`config.mk`:
```
export PLATFORM = sky130hd
export DESIGN_NAME = mem_ar_arbiter
export DESIGN_NICKNAME = d
export VERILOG_FILES = /design/src/rtl/dram_cache_pkg.sv /design/src/rtl/rd_credit_cnt.sv /design/src/rtl/mem_ar_arbiter.sv
export SDC_FILE = /design/constraint.sdc
export NUM_CORES = 1
export LEC_CHECK = 0
export ABC_AREA = 0
export BUFFER_PORTS_ARGS = -buffer_cell sky130_fd_sc_hd__buf_4
export CORE_AREA = 4 4 119 121
export DETAILED_ROUTE_END_ITERATION = 10
export DIE_AREA = 0 0 123 125
export GPL_ROUTABILITY_DRIVEN = 1
export PLACE_DENSITY = 0.7
export SLEW_MARGIN = 10
export SYNTH_ARGS = -nofsm -noshare
export SYNTH_HDL_FRONTEND = slang
export SYNTH_SLANG_ARGS = --single-unit
export TNS_END_PERCENT = 10
```
`constraint.sdc`:
```
create_clock -name clk -period 6.3 [get_ports clk]
set_clock_uncertainty 0.05 [all_clocks]
set_input_delay 0.945 -clock clk [delete_from_list [all_inputs] [get_ports clk]]
set_output_delay 0.945 -clock clk [all_outputs]
set_load 0.02 [all_outputs]
```
`src/rtl/dram_cache_pkg.sv`:
```
// Shared types and defaults for the DRAM-cache read path: FSM states, tracking
// entry layout and the round-robin pick between the miss and prefetch sources.
package dram_cache_pkg;

  localparam int ADDR_W_DEF = 64;
  localparam int ID_W_DEF   = 16;
  localparam int TID_W_DEF  = 10;

  typedef enum logic [1:0] {
    S_IDLE  = 2'd0,
    S_LOAD  = 2'd1,
    S_ISSUE = 2'd2
  } ar_state_t;

  typedef struct packed {
    logic                 src;
    logic [TID_W_DEF-1:0] tid;
    logic [ADDR_W_DEF-1:0] addr;
  } rd_entry_t;

  // pref only matters when both sources have data; otherwise the non-empty one wins
  function automatic logic rr_pick(input logic pref, input logic v0, input logic v1);
    return (v0 && v1) ? pref : v1;
  endfunction

endpackage

```
`src/rtl/rd_credit_cnt.sv`:
```
// Outstanding-read counter: +1 per AR handshake, -1 per completed burst.
// An underflowing completion leaves the count at zero and latches err.
module rd_credit_cnt #(
  parameter int MAX_OUT = 8,
  parameter int CNT_W   = $clog2(MAX_OUT + 1)
) (
  input  logic             clk,
  input  logic             rst,
  input  logic             inc,
  input  logic             dec,
  output logic [CNT_W-1:0] count,
  output logic             full,
  output logic             err
);

  always_ff @(posedge clk or posedge rst) begin
    if (rst) begin
      count <= '0;
      err   <= 1'b0;
    end else begin
      if (inc && !dec)
        count <= count + 1'b1;
      else if (dec && !inc && (count != '0))
        count <= count - 1'b1;
      if (dec && (count == '0))
        err <= 1'b1;
    end
  end

  assign full = (count >= CNT_W'(MAX_OUT));

endmodule

```
`src/rtl/mem_ar_arbiter.sv`:
```
// Round-robin arbiter between the read-miss and prefetch FIFOs feeding one AXI AR
// channel; each issued read is logged to the miss-tracking FIFO on handshake.
module mem_ar_arbiter
  import dram_cache_pkg::*;
#(
  parameter int ADDR_W  = ADDR_W_DEF,
  parameter int ID_W    = ID_W_DEF,
  parameter int TID_W   = TID_W_DEF,
  parameter int MAX_OUT = 8
) (
  input  logic                    clk,
  input  logic                    rst,
  input  logic                    mfifo_aempty_i,
  output logic                    mfifo_rden_o,
  input  logic [TID_W+ADDR_W-1:0] mfifo_data_i,
  input  logic                    pfifo_aempty_i,
  output logic                    pfifo_rden_o,
  input  logic [TID_W+ADDR_W-1:0] pfifo_data_i,
  output logic [ID_W-1:0]         arid_o,
  output logic [ADDR_W-1:0]       araddr_o,
  output logic                    arvalid_o,
  input  logic                    arready_i,
  input  logic                    rmfifo_afull_i,
  output logic                    rmfifo_wren_o,
  output logic [TID_W+ADDR_W:0]   rmfifo_data_o,
  input  logic                    rdone_i,
  output logic                    err_o
);

  localparam int CNT_W = $clog2(MAX_OUT + 1);
  localparam int ENT_W = 1 + TID_W + ADDR_W;

  ar_state_t        state;
  logic             sel_src;
  logic             rr_ptr;
  logic [ENT_W-1:0] entry_q;
  logic             arvalid_q;
  logic [CNT_W-1:0] out_cnt;
  logic             cnt_full;
  logic             cnt_err;
  logic             can_grant;
  logic             grant_src;
  logic             handshake;

  // rden must be combinational so the FIFO data lands in S_LOAD; gated by rst
  // so nothing is popped while the block is held in reset.
  assign can_grant = (state == S_IDLE) && !rst && (!mfifo_aempty_i || !pfifo_aempty_i) &&
                     !rmfifo_afull_i && !cnt_full;
  assign grant_src = rr_pick(rr_ptr, !mfifo_aempty_i, !pfifo_aempty_i);
  assign mfifo_rden_o = can_grant && !grant_src;
  assign pfifo_rden_o = can_grant && grant_src;
  assign handshake    = arvalid_q && arready_i;

  always_ff @(posedge clk or posedge rst) begin
    if (rst) begin
      state     <= S_IDLE;
      sel_src   <= 1'b0;
      rr_ptr    <= 1'b0;
      entry_q   <= '0;
      arvalid_q <= 1'b0;
    end else begin
      case (state)
        S_IDLE: begin
          if (can_grant) begin
            sel_src <= grant_src;
            state   <= S_LOAD;
          end
        end
        S_LOAD: begin
          entry_q   <= {sel_src, (sel_src ? pfifo_data_i : mfifo_data_i)};
          arvalid_q <= 1'b1;
          state     <= S_ISSUE;
        end
        S_ISSUE: begin
          if (arready_i) begin
            arvalid_q <= 1'b0;
            rr_ptr    <= ~entry_q[ENT_W-1];
            state     <= S_IDLE;
          end
        end
        default: state <= S_IDLE;
      endcase
    end
  end

  rd_credit_cnt #(
    .MAX_OUT (MAX_OUT),
    .CNT_W   (CNT_W)
  ) u_credit (
    .clk   (clk),
    .rst   (rst),
    .inc   (handshake),
    .dec   (rdone_i),
    .count (out_cnt),
    .full  (cnt_full),
    .err   (cnt_err)
  );

  // Source bit sits at the top of the ID so responses can be steered back
  always_comb begin
    arid_o              = '0;
    arid_o[ID_W-1]      = entry_q[ENT_W-1];
    arid_o[TID_W-1:0]   = entry_q[ADDR_W +: TID_W];
  end

  assign araddr_o      = entry_q[ADDR_W-1:0];
  assign arvalid_o     = arvalid_q;
  assign rmfifo_wren_o = handshake;
  assign rmfifo_data_o = entry_q;
  assign err_o         = cnt_err;

endmodule

```
---- Word level (Yosys, flattened, before mapping) ----
Index checks and enable logic that the tools add are counted.
storage, ports and cells
  bits in registers ....................... 85
  output and inout bits ................... 160
  word-level logic and storage cells ...... 54
  input port bits ......................... 155
cells by class
  eq/ne operators ......................... 4
  reduce and logical (&&, ||, !) cells .... 30
  magnitude comparators ................... 1
  add/subtract/negate cells ............... 2
  multiplexer cells ....................... 9
  bitwise gates (word level) .............. 1
operator list
  cell                                                                count
  74-bit 2-to-1 mux                                                   1
  1-bit logical AND                                                   12
  1-bit zero test                                                     8
  4-bit 2-to-1 mux                                                    2
  2-bit AND reduction                                                 4
  2-bit one-hot mux with 3 select lines                               1
  4-bit by 1-bit adder with 4-bit output, second input constant       1
  4-bit >= comparator, second input constant                          1
  4-bit zero test                                                     1
  2-bit 2-to-1 mux                                                    2
  2-bit inequality test, second input constant                        2
  2-bit nonzero test                                                  2
  4-bit nonzero test                                                  1
  4-bit by 1-bit subtractor with 4-bit output, second input constant  1
  2-bit by 1-bit == test with 1-bit output, second input constant     1
  2-bit == test, second input constant                                1
  2-bit zero test                                                     1
  1-bit 2-to-1 mux                                                    2
  1-bit one-hot mux with 2 select lines                               1
  1-bit logical OR                                                    1
  1-bit inverter                                                      1

---- Depth between registers and ports, before layout ----
  depth in word-level cells ............... 7
  mapped depth ............................ 8

---- Cells and area by module ----
From an unflattened synthesis, not the netlist that was laid out.
second synthesis, totals
  cell total of the unflattened synthesis .. 462
  area total of the unflattened synthesis .. 4628.2 um2
by module, submodules not included
  module          cells an instance  area an instance (um2)  times used  sequential area each (um2)
  mem_ar_arbiter  430                4291.6                  1           2001.9
  rd_credit_cnt   32                 336.6                   1           125.1

---- Least setup slack after synthesis ----
OpenSTA, ideal clock, no wires.
  path type ............................... input -> output
  start ................................... input rst
  end ..................................... output pfifo_rden_o
  setup slack ............................. 3699 ps
  arrival time ............................ 1606 ps
  stages on the path ...................... 3
  cell sequence ........................... nor4_1 > nand2_1 > nor3_2
on the way
  longest elaborated chain between the ends .. 6
ends and longest elaborated chain
  what                            line                  RTL
  start, declared                 mem_ar_arbiter.sv:12  input logic rst,
  1-bit zero test (no line)       n/a
  1-bit logical AND (3 in a row)  mem_ar_arbiter.sv:47  assign can_grant = (state == S_IDLE) && !rst && (!mfifo_aempty_i || !pfifo_aempty_i) &&
  1-bit logical AND               mem_ar_arbiter.sv:48  !rmfifo_afull_i && !cnt_full;
  1-bit logical AND               mem_ar_arbiter.sv:51  assign pfifo_rden_o = can_grant && grant_src;
  end, declared                   mem_ar_arbiter.sv:17  output logic pfifo_rden_o,
Every way passes these cells.

---- Worst setup path after layout ----
Same ends and word-level chain as after synthesis.

==> run_results.csv <==
group,metric,value,unit
outcome,outcome,"completed",
floorplan,die_w,123,µm
timing,whs,415.7,ps
clock_network,path_clk_slew,60,ps
critical_path,cp_max_fo,4,
floorplan,die_y,125,µm
synth,synth_cell_types,31,
timing,tightestPinTransition,1060,ps
critical_path,worstPathCellList,"buf_4, nor4_1, nand2_1, nor3_2, buf_4",
finish,drive_gt1_frac,0.4934,
global_routing,antenna_found_initial,0,
place,gp_congestion,0.8016,
timing,max_slew_margin,0.2933,
floorplan,rows,42,
finish,syn_to_final_growth,45.43,%
global_routing,grt_pass1_vias,3873,
synth,synth_warnings,0,
power,power.density,541.9,mW/mm²
timing,setup_viol,0,
synth,ys.flop_type,"dfrtp_1",
power,p_leak,3.482,nW
critical_path,critical_path_arrival,1890,ps
timing,hold_violations,0,
timing,fin_crit_sh,0.4573,
drt,top_layer,"met4",
critical_path,cpLargestDelayFamily,"simple AND/OR/NAND/NOR gates",
global_routing,grt_max_degree,86,
drt,wl_met1,4.771,mm
finish,fillers,1230,
synth,syn_avg_cell_area,10.11,µm²
clock_network,post_cts_buffers,0,
critical_path,slowest_delay,240,ps
drt,dr.first_iter.drc_count,76,
timing,drv_slew,0,
synth,synth-edff-count,0,
floorplan,die_area,0.01538,mm²
critical_path,r2r_start,"state[1]$_DFFE_PP0P_",
clock_network,cts_hold_buf,0,
synth,synth_top_area_share,0.4625,
drt,wl_per_cell,15.26,µm
min_path,worstHoldStart,"u_credit.err$_DFFE_PP0P_",
finish,insertedDiodeCount,0,
job,cap_violations,0,
drt,dr_wl_met2,6.724,mm
drt,drtAntennaViolNets,0,
critical_path,crit_path_start,"rst",
critical_path,crit_type,"in2out",
drt,drt-vias-per-instance,4.407,
critical_path,worstPathRequired,5300,ps
drt,wl_met3,1.296,mm
synth,syn_inst,455,
synth,syn_area,0.004599,mm²
drt,routed_wl,13.07,mm
critical_path,crit_top_cell,"buf_4",
synth,synth_area_leaders,"dfrtp_1 46%, mux2i_1 16%, buf_4 13%",
clock_network,h-tree-depth,3,
critical_path,crit_path_top_delay_cell,"nor4_1",
finish,nNetsFinal,835,
clock_network,numClockSinks,85,
min_path,hp-class,"reg2reg",
critical_path,end_kind,"primary output",
synth,post-synth-top-area-cell,"dfrtp_1",
synth,synth_seq_cells,85,
floorplan,coreArea,0.01309,mm²
critical_path,cp-start-kind,"input pin",
timing,fmax,0.3471,GHz
synth,ys_seq_area_frac,0.4625,
finish,final_common_cell,"buf_4",
timing,fin_setup_tns,0,ps
place,io_buffer_count,309,
floorplan,initial_utilization,0.3515,
clock_network,post_cts_resized,0,
finish,most-common-layout-cells,"312 x buf_4, 84 x dfrtp_1, 78 x nand2_1",
clock_network,clk_latency,330,ps
global_routing,grt_usage,0.1649,
timing,rsz0062_at_grt,"no",
clock_network,clockBufferDepth,2,
power,ir_drop,224.3,µV
drt,remaining_drc_errors,0,
place,dp_hpwl,10.56,mm
critical_path,path_buf_inv,2,
timing,finalCriticalPeriod,2881,ps
floorplan,ios,315,
global_routing,grt_overflow,0,
clock_network,cts_tree,"done",
global_routing,grt_pass1_wl,20.08,mm
clock_network,clockRootBuffer,"clkbuf_16",
drt,dr_total_vias,3777,
clock_network,numCtsBuffers,9,
synth,synthArstFlopShare,1.000,
drt,firstDrtPassIters,4,
==> cells by family (layout without fill, tap and decap cells) <==
family,after synthesis,after routing,share of synthesized area
and+or+nand+nor,92,92,0.08406
buffers and inverters,110,332,0.1700
adders and majority gates,3,3,0.009793
DFF,85,85,0.4625
muxes,79,79,0.1755
AOI/OAI and AO/OA,83,83,0.09358
other,1,5,0.0008153
xor gates and xnor gates,2,2,0.003809
==> Yosys cell counts, types with 2 or more instances <==
master and n:
nand2b_1 2, mux2_4 3, nor2_1 5, ha_1 2, buf_2 12, mux2i_1 75, a21o_1 2, inv_1 5
o21ai_1 9, buf_4 80, dfrtp_1 85, nand2_1 78, clkbuf_1 5, a21oi_1 3, buf_6 7, o21ai_0 67
==> sequential cells by signal, indices dropped and copies added (netlist names) <==
name	cells
rmfifo_data_o	75
state	2
rr_ptr	1
sel_src	1
u_credit.err	1
u_credit.count	4
arvalid_o	1
==> where the power goes <==
group | switching [mW] | total, mW | leakage [nW] | internal, mW
sequential | 0.298 | 1.11 | 1.03 | 0.817
clock | 0.197 | 0.483 | 0.135 | 0.285
combinational | 1.11 | 2.03 | 2.31 | 0.914
==> final timing paths <==
kind,end,slack (ps),depth (start not counted)
min reg2reg,u_credit.err$_DFFE_PP0P_,420,1
max,pfifo_rden_o,3420,5
max reg2reg,rmfifo_data_o[74]$_DFFE_PP0P_,4130,3
min,u_credit.err$_DFFE_PP0P_,420,1
max in group asynchronous,sel_src$_DFFE_PP0P_,4510,3
min in group asynchronous,rmfifo_data_o[34]$_DFFE_PP0P_,910,3
==> per-layer routing <==
metal | vias to the layer above | GRT usage
met2 | 183 | 0.2959
li1 | 1877 | -
met5 | - | 0
met1 | 1697 | 0.1859
met4 | 0 | 0.06254
met3 | 20 | 0.04155
==> metrics by stage <==
step	utilization	power [mW]	cells	setup slack [ps]	instance area, µm²
after global routing	0.5112	3.864	857	3282	6689
after detailed placement	0.4905	3.189	842	3423	6419
after global placement	0.4905	3.149	842	3477	6419
after CTS	0.5112	3.684	857	3415	6689
final	0.5112	3.625	857	3419	6689
after floorplan	-	2.512	459	3112	4614
==> final cells by class <==
| type | instances | area [µm²] | area share |
|---|---|---|---|
| Tap cell | 176 | 220.2 | 0.03292 |
| Sequential cell | 85 | 2131 | 0.3186 |
| Inverter | 5 | 20.02 | 0.002993 |
| Timing Repair Buffer | 312 | 2342 | 0.3502 |
| Multi-Input combinational cell | 264 | 1705 | 0.2550 |
| Clock buffer | 13 | 260.3 | 0.03891 |
| Clock inverter | 2 | 10.01 | 0.001496 |
Power figures use the tool's default switching activity.
